File: src/rtl/i2c_target_regfile.sv
// I2C target (7-bit address TGT_ADDR) fronting a NUM_REGS x 8 register file.
// Ports: CLK/RST (async, active-low); SCL_IN/SDA_IN raw bus levels;
//   SDA_OUT_EN open-drain pull-down; BUSY addressed-until-STOP;
//   WR_STROBE/WR_ADDR/WR_DATA write notify; HOST_ADDR/HOST_RDATA local read.
// Optional: define I2C_TGT_GLITCH_FILTER_EN for a 3-sample line filter.
`timescale 1ns/1ps
module i2c_target_regfile #(
    parameter logic [6:0] TGT_ADDR = 7'h50,
    parameter int         NUM_REGS = 16,
    parameter int         PTR_W    = 4
) (
    input  logic             CLK,
    input  logic             RST,
    input  logic             SCL_IN,
    input  logic             SDA_IN,
    output logic             SDA_OUT_EN,
    output logic             BUSY,
    output logic             WR_STROBE,
    output logic [PTR_W-1:0] WR_ADDR,
    output logic [7:0]       WR_DATA,
    input  logic [PTR_W-1:0] HOST_ADDR,
    output logic [7:0]       HOST_RDATA
);

    typedef enum logic [3:0] {
        IDLE, ADDR, ADDR_ACK, PTR, PTR_ACK,
        WDATA, WDATA_ACK, RDATA, RDATA_ACK, IGNORE
    } state_t;

    // Synchronizers reset to the idle-bus level so reset
    // release never fabricates an edge.
    logic [1:0] r_scl_sync;
    logic [1:0] r_sda_sync;
    logic       w_scl_s;
    logic       w_sda_s;
    logic       w_scl;
    logic       w_sda;

    always_ff @(posedge CLK or negedge RST) begin
        if (!RST) begin
            r_scl_sync <= 2'b11;
            r_sda_sync <= 2'b11;
        end else begin
            r_scl_sync <= {r_scl_sync[0], SCL_IN};
            r_sda_sync <= {r_sda_sync[0], SDA_IN};
        end
    end

    assign w_scl_s = r_scl_sync[1];
    assign w_sda_s = r_sda_sync[1];

`ifdef I2C_TGT_GLITCH_FILTER_EN
    // Output follows the line only when the current and two
    // previous synced samples agree; otherwise it holds.
    logic [1:0] r_scl_hist;
    logic [1:0] r_sda_hist;
    logic       r_scl_flt;
    logic       r_sda_flt;

    assign w_scl = (w_scl_s == r_scl_hist[0] && w_scl_s == r_scl_hist[1])
                 ? w_scl_s : r_scl_flt;
    assign w_sda = (w_sda_s == r_sda_hist[0] && w_sda_s == r_sda_hist[1])
                 ? w_sda_s : r_sda_flt;

    always_ff @(posedge CLK or negedge RST) begin
        if (!RST) begin
            r_scl_hist <= 2'b11;
            r_sda_hist <= 2'b11;
            r_scl_flt  <= 1'b1;
            r_sda_flt  <= 1'b1;
        end else begin
            r_scl_hist <= {r_scl_hist[0], w_scl_s};
            r_sda_hist <= {r_sda_hist[0], w_sda_s};
            r_scl_flt  <= w_scl;
            r_sda_flt  <= w_sda;
        end
    end
`else
    assign w_scl = w_scl_s;
    assign w_sda = w_sda_s;
`endif

    logic r_scl_d;
    logic r_sda_d;
    logic r_rise_p;
    logic r_fall_p;
    logic w_start;
    logic w_stop;

    assign w_start = w_scl & r_scl_d & r_sda_d & ~w_sda;
    assign w_stop  = w_scl & r_scl_d & ~r_sda_d & w_sda;

    // Edge flags are delayed one CLK: sampling and driving
    // happen on the CLK after the edge is seen.
    always_ff @(posedge CLK or negedge RST) begin
        if (!RST) begin
            r_scl_d  <= 1'b1;
            r_sda_d  <= 1'b1;
            r_rise_p <= 1'b0;
            r_fall_p <= 1'b0;
        end else begin
            r_scl_d  <= w_scl;
            r_sda_d  <= w_sda;
            r_rise_p <= w_scl & ~r_scl_d;
            r_fall_p <= ~w_scl & r_scl_d;
        end
    end

    logic [7:0]       r_regs [NUM_REGS];
    state_t           r_state;
    logic [3:0]       r_cnt;
    logic [7:0]       r_shift;
    logic [PTR_W-1:0] r_ptr;
    logic             r_oe;
    logic             r_busy;
    logic             r_rw;
    logic             r_ld;
    logic             r_wr_stb;
    logic [PTR_W-1:0] r_wr_addr;
    logic [7:0]       r_wr_data;

    state_t           w_state_n;
    logic [3:0]       w_cnt_n;
    logic [7:0]       w_shift_n;
    logic [PTR_W-1:0] w_ptr_n;
    logic             w_oe_n;
    logic             w_busy_n;
    logic             w_rw_n;
    logic             w_ld_n;
    logic             w_we;
    logic [7:0]       w_byte;
    logic [7:0]       w_rd_byte;
    logic [PTR_W-1:0] w_ptr_inc;

    assign w_byte    = {r_shift[6:0], w_sda};
    assign w_rd_byte = r_regs[r_ptr];
    assign w_ptr_inc = r_ptr + 1'b1;

    always_comb begin
        w_state_n = r_state;
        w_cnt_n   = r_cnt;
        w_shift_n = r_shift;
        w_ptr_n   = r_ptr;
        w_oe_n    = r_oe;
        w_busy_n  = r_busy;
        w_rw_n    = r_rw;
        w_ld_n    = r_ld;
        w_we      = 1'b0;
        if (w_start) begin
            w_state_n = ADDR;
            w_cnt_n   = 4'd0;
            w_oe_n    = 1'b0;
            w_ld_n    = 1'b0;
        end else if (w_stop) begin
            w_state_n = IDLE;
            w_busy_n  = 1'b0;
            w_oe_n    = 1'b0;
            w_ld_n    = 1'b0;
        end else begin
            unique case (r_state)
                IDLE, IGNORE: begin
                end
                ADDR: begin
                    if (r_rise_p) begin
                        w_shift_n = w_byte;
                        w_cnt_n   = r_cnt + 4'd1;
                        if (r_cnt == 4'd7) begin
                            w_cnt_n = 4'd0;
                            if (w_byte[7:1] == TGT_ADDR) begin
                                w_busy_n  = 1'b1;
                                w_rw_n    = w_byte[0];
                                w_state_n = ADDR_ACK;
                            end else begin
                                w_state_n = IGNORE;
                            end
                        end
                    end
                end
                PTR: begin
                    if (r_rise_p) begin
                        w_shift_n = w_byte;
                        w_cnt_n   = r_cnt + 4'd1;
                        if (r_cnt == 4'd7) begin
                            w_cnt_n   = 4'd0;
                            w_ptr_n   = w_byte[PTR_W-1:0];
                            w_state_n = PTR_ACK;
                        end
                    end
                end
                WDATA: begin
                    if (r_rise_p) begin
                        w_shift_n = w_byte;
                        w_cnt_n   = r_cnt + 4'd1;
                        if (r_cnt == 4'd7) begin
                            w_cnt_n   = 4'd0;
                            w_we      = 1'b1;
                            w_ptr_n   = w_ptr_inc;
                            w_state_n = WDATA_ACK;
                        end
                    end
                end
                // First SCL fall asserts ACK, second one ends it.
                ADDR_ACK, PTR_ACK, WDATA_ACK: begin
                    if (r_fall_p) begin
                        if (!r_oe) begin
                            w_oe_n = 1'b1;
                        end else begin
                            w_oe_n  = 1'b0;
                            w_cnt_n = 4'd0;
                            if (r_state == ADDR_ACK && r_rw) begin
                                w_state_n = RDATA;
                                w_shift_n = w_rd_byte;
                                w_oe_n    = ~w_rd_byte[7];
                                w_cnt_n   = 4'd1;
                            end else if (r_state == ADDR_ACK) begin
                                w_state_n = PTR;
                            end else begin
                                w_state_n = WDATA;
                            end
                        end
                    end
                end
                // r_cnt counts bits already put on the bus.
                RDATA: begin
                    if (r_fall_p) begin
                        if (r_ld) begin
                            w_ld_n    = 1'b0;
                            w_shift_n = w_rd_byte;
                            w_oe_n    = ~w_rd_byte[7];
                            w_cnt_n   = 4'd1;
                        end else if (r_cnt == 4'd8) begin
                            w_oe_n    = 1'b0;
                            w_cnt_n   = 4'd0;
                            w_state_n = RDATA_ACK;
                        end else begin
                            w_oe_n    = ~r_shift[6];
                            w_shift_n = {r_shift[6:0], 1'b0};
                            w_cnt_n   = r_cnt + 4'd1;
                        end
                    end
                end
                // Every transmitted byte advances the pointer once;
                // a NACK adds nothing further and ends the read.
                RDATA_ACK: begin
                    if (r_rise_p) begin
                        w_ptr_n = w_ptr_inc;
                        if (!w_sda) begin
                            w_state_n = RDATA;
                            w_ld_n    = 1'b1;
                        end else begin
                            w_state_n = IGNORE;
                        end
                    end
                end
                default: w_state_n = IDLE;
            endcase
        end
    end

    always_ff @(posedge CLK or negedge RST) begin
        if (!RST) begin
            r_state   <= IDLE;
            r_cnt     <= 4'd0;
            r_shift   <= 8'h00;
            r_ptr     <= '0;
            r_oe      <= 1'b0;
            r_busy    <= 1'b0;
            r_rw      <= 1'b0;
            r_ld      <= 1'b0;
            r_wr_stb  <= 1'b0;
            r_wr_addr <= '0;
            r_wr_data <= 8'h00;
        end else begin
            r_state  <= w_state_n;
            r_cnt    <= w_cnt_n;
            r_shift  <= w_shift_n;
            r_ptr    <= w_ptr_n;
            r_oe     <= w_oe_n;
            r_busy   <= w_busy_n;
            r_rw     <= w_rw_n;
            r_ld     <= w_ld_n;
            r_wr_stb <= w_we;
            if (w_we) begin
                r_wr_addr <= r_ptr;
                r_wr_data <= w_byte;
            end
        end
    end

    always_ff @(posedge CLK or negedge RST) begin
        if (!RST) begin
            for (int i = 0; i < NUM_REGS; i++) begin
                r_regs[i] <= 8'h00;
            end
        end else if (w_we) begin
            r_regs[r_ptr] <= w_byte;
        end
    end

    assign SDA_OUT_EN = r_oe;
    assign BUSY       = r_busy;
    assign WR_STROBE  = r_wr_stb;
    assign WR_ADDR    = r_wr_addr;
    assign WR_DATA    = r_wr_data;
    assign HOST_RDATA = r_regs[HOST_ADDR];

endmodule
File: config.mk
export PLATFORM = sky130hd
export DESIGN_NAME = i2c_target_regfile
export DESIGN_NICKNAME = d
export VERILOG_FILES = /design/src/rtl/i2c_target_regfile.sv
export SDC_FILE = /design/constraint.sdc
export NUM_CORES = 1
export LEC_CHECK = 0
export BUFFER_PORTS_ARGS = -buffer_cell sky130_fd_sc_hd__buf_2
export CAP_MARGIN = 20
export CELL_PAD_IN_SITES_DETAIL_PLACEMENT = 0
export CELL_PAD_IN_SITES_GLOBAL_PLACEMENT = 1
export CORE_MARGIN = 2
export CORE_UTILIZATION = 35
export DETAILED_ROUTE_END_ITERATION = 8
export PLACE_DENSITY = 0.55
export SLEW_MARGIN = 10
export SYNTH_ARGS = -nofsm -noshare
export SYNTH_HDL_FRONTEND = slang
export SYNTH_SLANG_ARGS = --single-unit
File: constraint.sdc
create_clock -name CLK -period 3.5 [get_ports CLK]
set_input_delay 0.7 -clock CLK [delete_from_list [all_inputs] [get_ports CLK]]
set_output_delay 0.7 -clock CLK [all_outputs]
set_load 0.02 [all_outputs]
# After elaboration in Yosys (flattened, before gate mapping)
# Cells that the tools add are included.
dict set report word_totals {
  regBits 172
  inputBits 8
  output_inout_bits 23
  wordCells 198
}
dict set report classes {
  add_sub_neg 2
  order_cmp 3
  n_eq_ne 42
  mux 78
  bitwise 17
  n_reduce_logical 23
}
# op count
set op_table {}
lappend op_table {{$bwmux 128} 1}
lappend op_table {{$mux 4} 30}
lappend op_table {{$bmux 8 s4} 2}
lappend op_table {{$ne 4x4->1 const B} 13}
lappend op_table {{$mux 7} 7}
lappend op_table {{$mux 8} 5}
lappend op_table {{$demux 8 s4} 1}
lappend op_table {{$pmux 4 s7} 1}
lappend op_table {{$mux 1} 24}
lappend op_table {{$pmux 4 s3} 2}
lappend op_table {{$pmux 7 s3} 1}
lappend op_table {{$eq 4x3->1 const B} 5}
lappend op_table {{$ne 2x2->1 const B} 10}
lappend op_table {{$ne 3x3->1 const B} 5}
lappend op_table {{$reduce_and 13->1} 1}
lappend op_table {{$eq 4x4->1 const B} 3}
lappend op_table {{$reduce_and 6->1} 2}
lappend op_table {{$reduce_bool 4->1} 3}
lappend op_table {{$ge 5x5->1 const B} 2}
lappend op_table {{$not 4->5} 2}
lappend op_table {{$reduce_and 9->1} 1}
lappend op_table {{$add 4x1->4 const B} 2}
lappend op_table {{$eq 4x2->1 const B} 2}
lappend op_table {{$not 1->1} 8}
lappend op_table {{other kinds (18)} 32}

# Longest topological paths before layout
dict set report depth {
  ltp_word 11
  ltp_mapped 8
  ltp_nobuf 8
}

# Worst setup path after synthesis
# No wires, ideal clock.
dict set report synth_timing {
  path_kind {input -> output}
  start {input port HOST_ADDR[0]}
  end {output port HOST_RDATA[0]}
  arrival_time_ps 2283
  t_required_ps 2800
  setup_slack_ps 517
  cell_stages 4
  path_buffers 2
  cell_sequence {clkbuf_1 > buf_2 > mux4_2 > mux4_2}
}
dict set report synth_between {
  elab_chain_len 4
}
# item line_no
set synth_rtl {}
lappend synth_rtl {{start: declaration} 21} ;# input logic [PTR_W-1:0] HOST_ADDR,
lappend synth_rtl {{$not 4->5 (not written as such)} 305} ;# assign HOST_RDATA = r_regs[HOST_ADDR];
lappend synth_rtl {{$bmux 8 s4} 305}
lappend synth_rtl {{$mux 8 (not written as such) (2 in a row)} 305}
lappend synth_rtl {{end: declaration} 22} ;# output logic [7:0] HOST_RDATA
# No other way between the ends. The select of a mux whose other input is x is not followed.

# Worst setup path after layout
dict set report layout_timing {
  start {input port HOST_ADDR[0]}
  end {output port HOST_RDATA[2]}
}
# Same word-level chain as after synthesis.

==> results.py <==
metrics = {
    "power": {
        "intPower_mw": 3.68,
        "clockPowerShare_pct": 35.1,
        "switching_share_pct": 34.9,
        "peakVddDrop_uv": 346,
        "p_switching_mw": 1.97,
        "power_leakage_nw": 4.84,
        "comb_power_share_pct": 21.8,
        "p_per_area_mw_per_mm2": 543,
        "seq_power_share_pct": 43.1,
    },
    "clock_network": {
        "post_cts_resized": 0,
        "post-cts-setup-buffer-count": 0,
        "clk_latency_ns": 0.43,
        "cts_sinks": 172,
        "clockRootBuffer": "clkbuf_16",
        "clk_pin_slew_ns": 0.07,
        "clockBufferDepth": 2,
        "cts_buffers": 17,
        "cts.htree.levels": 4,
        "cts_tree": "built",
        "cts-hold-fix-buffers": 0,
    },
    "setup_path": {
        "max_stage_delay_ns": 0.54,
        "critical-path-slowest-cell": "mux4_2",
        "required_ns": 2.80,
        "critical_path.top_delay_family": "multiplexers",
        "cp-end-kind": "primary output",
        "cp-start-kind": "input port",
        "path_max_fanout": 32,
        "crit_type": "in -> out",
        "arrival_ns": 2.34,
        "path_cells": "buf_2 > buf_12 > mux4_2 > mux4_2 > buf_2",
        "path_buf_inv": 3,
    },
    "synth": {
        "synth_edf_count": 0,
        "synth_top_cell_area_share_pct": 45.2,
        "synthArstFlopShare_pct": 100,
        "synth.largest_area_cell": "dfrtp_1",
        "ys_ff_latch": 172,
        "synth_top_flop_cell": "dfrtp_1",
        "yosys_warnings": 0,
        "yosysMostFrequentCell": "dfrtp_1",
        "synth_area_leaders": "dfrtp_1 45%, mux4_2 19%, mux2_2 16%, dfstp_2 1.7%, nand2_1 1.6%",
        "syn_avg_cell_area_um2": 14.0,
        "synth_cell_types": 57,
        "synth_common_cells": "166 x dfrtp_1, 133 x mux2_2, 79 x mux4_2",
        "yosysSeqAreaShare_pct": 46.9,
        "netlist_instances": 658,
        "synth_area_mm2": 0.00919,
        "synth_nets": 672,
    },
    "cells_and_area": {
        "ff_latch_area_mm2": 0.00431,
        "area_growth_pct": 13.1,
        "drive_above_1_share_pct": 47.5,
        "n_fill_cell": 2392,
        "layout.nets": 697,
        "antenna_cells": 0,
        "multi_input_comb_area_mm2": 0.00462,
    },
    "min_path": {
        "min_path_type": "in -> async",
    },
    "global_routing": {
        "met1_usage_pct": 25.2,
        "antenna_found_initial": 0,
        "grt_max_degree": 75,
        "grtUsageMet3_pct": 3.22,
        "grt_pass1_wl_mm": 39.2,
        "grt_pass1_vias": 6310,
        "track_usage_pct": 18.8,
        "gr-usage-met2_pct": 32.1,
        "busiest_layer": "met2",
        "grt_overflow_total": 0,
    },
    "timing": {
        "worst_hold_slack_ns": 0.290,
        "setup_violations": 0,
        "setup_tns_ns": 0,
        "skew_ns": 0.0105,
        "final.period_utilization_pct": 86.8,
        "timing.final.crit_period_ns": 3.04,
        "rsz0062_at_grt": "false",
        "tightest_slew_ns": 0.891,
        "max_freq_ghz": 0.329,
        "final_max_slew_viol_count": 0,
        "relSlewSlack_pct": 40.6,
        "hold_violations": 0,
    },
    "floorplan": {
        "row_count": 59,
        "die-area_mm2": 0.0276,
        "die_y_um": 166,
        "coreArea_mm2": 0.0259,
        "pin_count": 31,
        "die_w_um": 166,
        "initial_core_util_pct": 35.5,
    },
    "placed_design": {
        "dp_hpwl_mm": 16.4,
        "globalplace.congestion": 0.858,
        "portBuffers": 30,
    },
    "drt": {
        "drtAntennaViolNets": 0,
        "first_pass_iters": 6,
        "wl_per_cell_um": 24.1,
        "drt_wl_total_mm": 24.9,
        "vias": 5921,
        "drt_iter0_markers": 478,
        "drc_errors": 0,
        "via_per_inst": 5.75,
    },
    "job": {
        "cap_viol_max_count": 0,
    },
    "run_status": {
        "status": "completed",
    },
}
metal layers:
layer  up-vias  share of wire [%]
met4         0                1.2
met5         -                  0
met2       121                 51
met1      3222                 45
li1       2559                  -
met3        19                3.2
per-stage QoR:
stage | setup WS (ns) | std cells | util (%) | total power [mW] | cell area (µm²)
after floorplan | 0.517 | 658 | - | 3.28 | 9190
after detailed placement | 0.427 | 999 | 37.8 | 3.71 | 9780
final | 0.460 | 1030 | 40.1 | 5.64 | 10400
after CTS | 0.427 | 1030 | 40.1 | 5.71 | 10400
after global placement | 0.447 | 999 | 37.8 | 3.71 | 9780
after global routing | 0.386 | 1030 | 40.1 | 5.97 | 10400
cells in the final DEF (no fill, tap or decap), drive strengths merged, types with 6 or more instances in the layout:
cell type / netlist / final
nor3: 9 / 9
dfrtp: 166 / 166
a21oi: 13 / 13
o21ai: 18 / 18
inv: 14 / 19
nand4: 6 / 6
a31oi: 8 / 8
nand3: 18 / 18
mux4: 79 / 79
buf: 20 / 55
mux2: 138 / 138
ha: 6 / 6
clkbuf: 29 / 19
dfstp: 6 / 6
nor2: 26 / 26
nand2: 49 / 49
power by group through the flow:
stage / Sequential (mW) / Combinational (mW) / Clock (mW)
after detailed placement: 2.47 / 1.24 / 0
after global placement: 2.48 / 1.23 / 0
after CTS: 2.44 / 1.24 / 2.03
after global routing: 2.48 / 1.37 / 2.12
final: 2.43 / 1.23 / 1.98
after floorplan: 2.20 / 1.08 / 0
final timing paths:
| check | start | endpoint | slack [ns] | cells past startpoint |
|---|---|---|---|---|
| worst max-delay path | HOST_ADDR[0] | HOST_RDATA[2] | 0.46 | 5 |
| worst min-delay path | RST | BUSY | 0.29 | 1 |
| worst max register to register | r_state[0] | r_regs[29] | 0.74 | 7 |
| worst min register to register | r_scl_sync[0] | r_scl_sync[1] | 0.36 | 0 |
| max in group asynchronous | RST | r_sda_sync[0] | 2.40 | 2 |
| min in group CLK | r_scl_sync[0] | r_scl_sync[1] | 0.36 | 0 |
sequential cells by signal (all words and copies together) (netlist names), 2 cells and up:
| name | count |
|---|---|
| WR_ADDR | 4 |
| WR_DATA | 8 |
| r_cnt | 4 |
| r_ptr | 4 |
| r_regs | 128 |
| r_scl_sync | 2 |
| r_sda_sync | 2 |
| r_shift | 7 |
| r_state | 4 |
logic make-up (layout without fill, tap and decap cells):
group           count (synthesis)  in the layout  synth area share (%)
xor+xnor                        3              3                 0.286
mux                           221            221                  36.7
compound gates                 64             64                  4.60
simple gates                  129            129                  7.82
buf+inv                        63            100                  2.83
fa+ha+maj                       6              6                 0.817
flops                         172            172                  46.9
layout make-up:
| class | count | area share, % |
|---|---|---|
| clock buffers | 19 | 4.36 |
| flip-flops and latches | 172 | 41.5 |
| multi-input cells | 423 | 44.4 |
| repair buffers | 55 | 3.67 |
| clock inverters | 12 | 1.50 |
| well taps | 335 | 4.03 |
| inverters | 14 | 0.506 |
(Power assumes the default switching activity.)
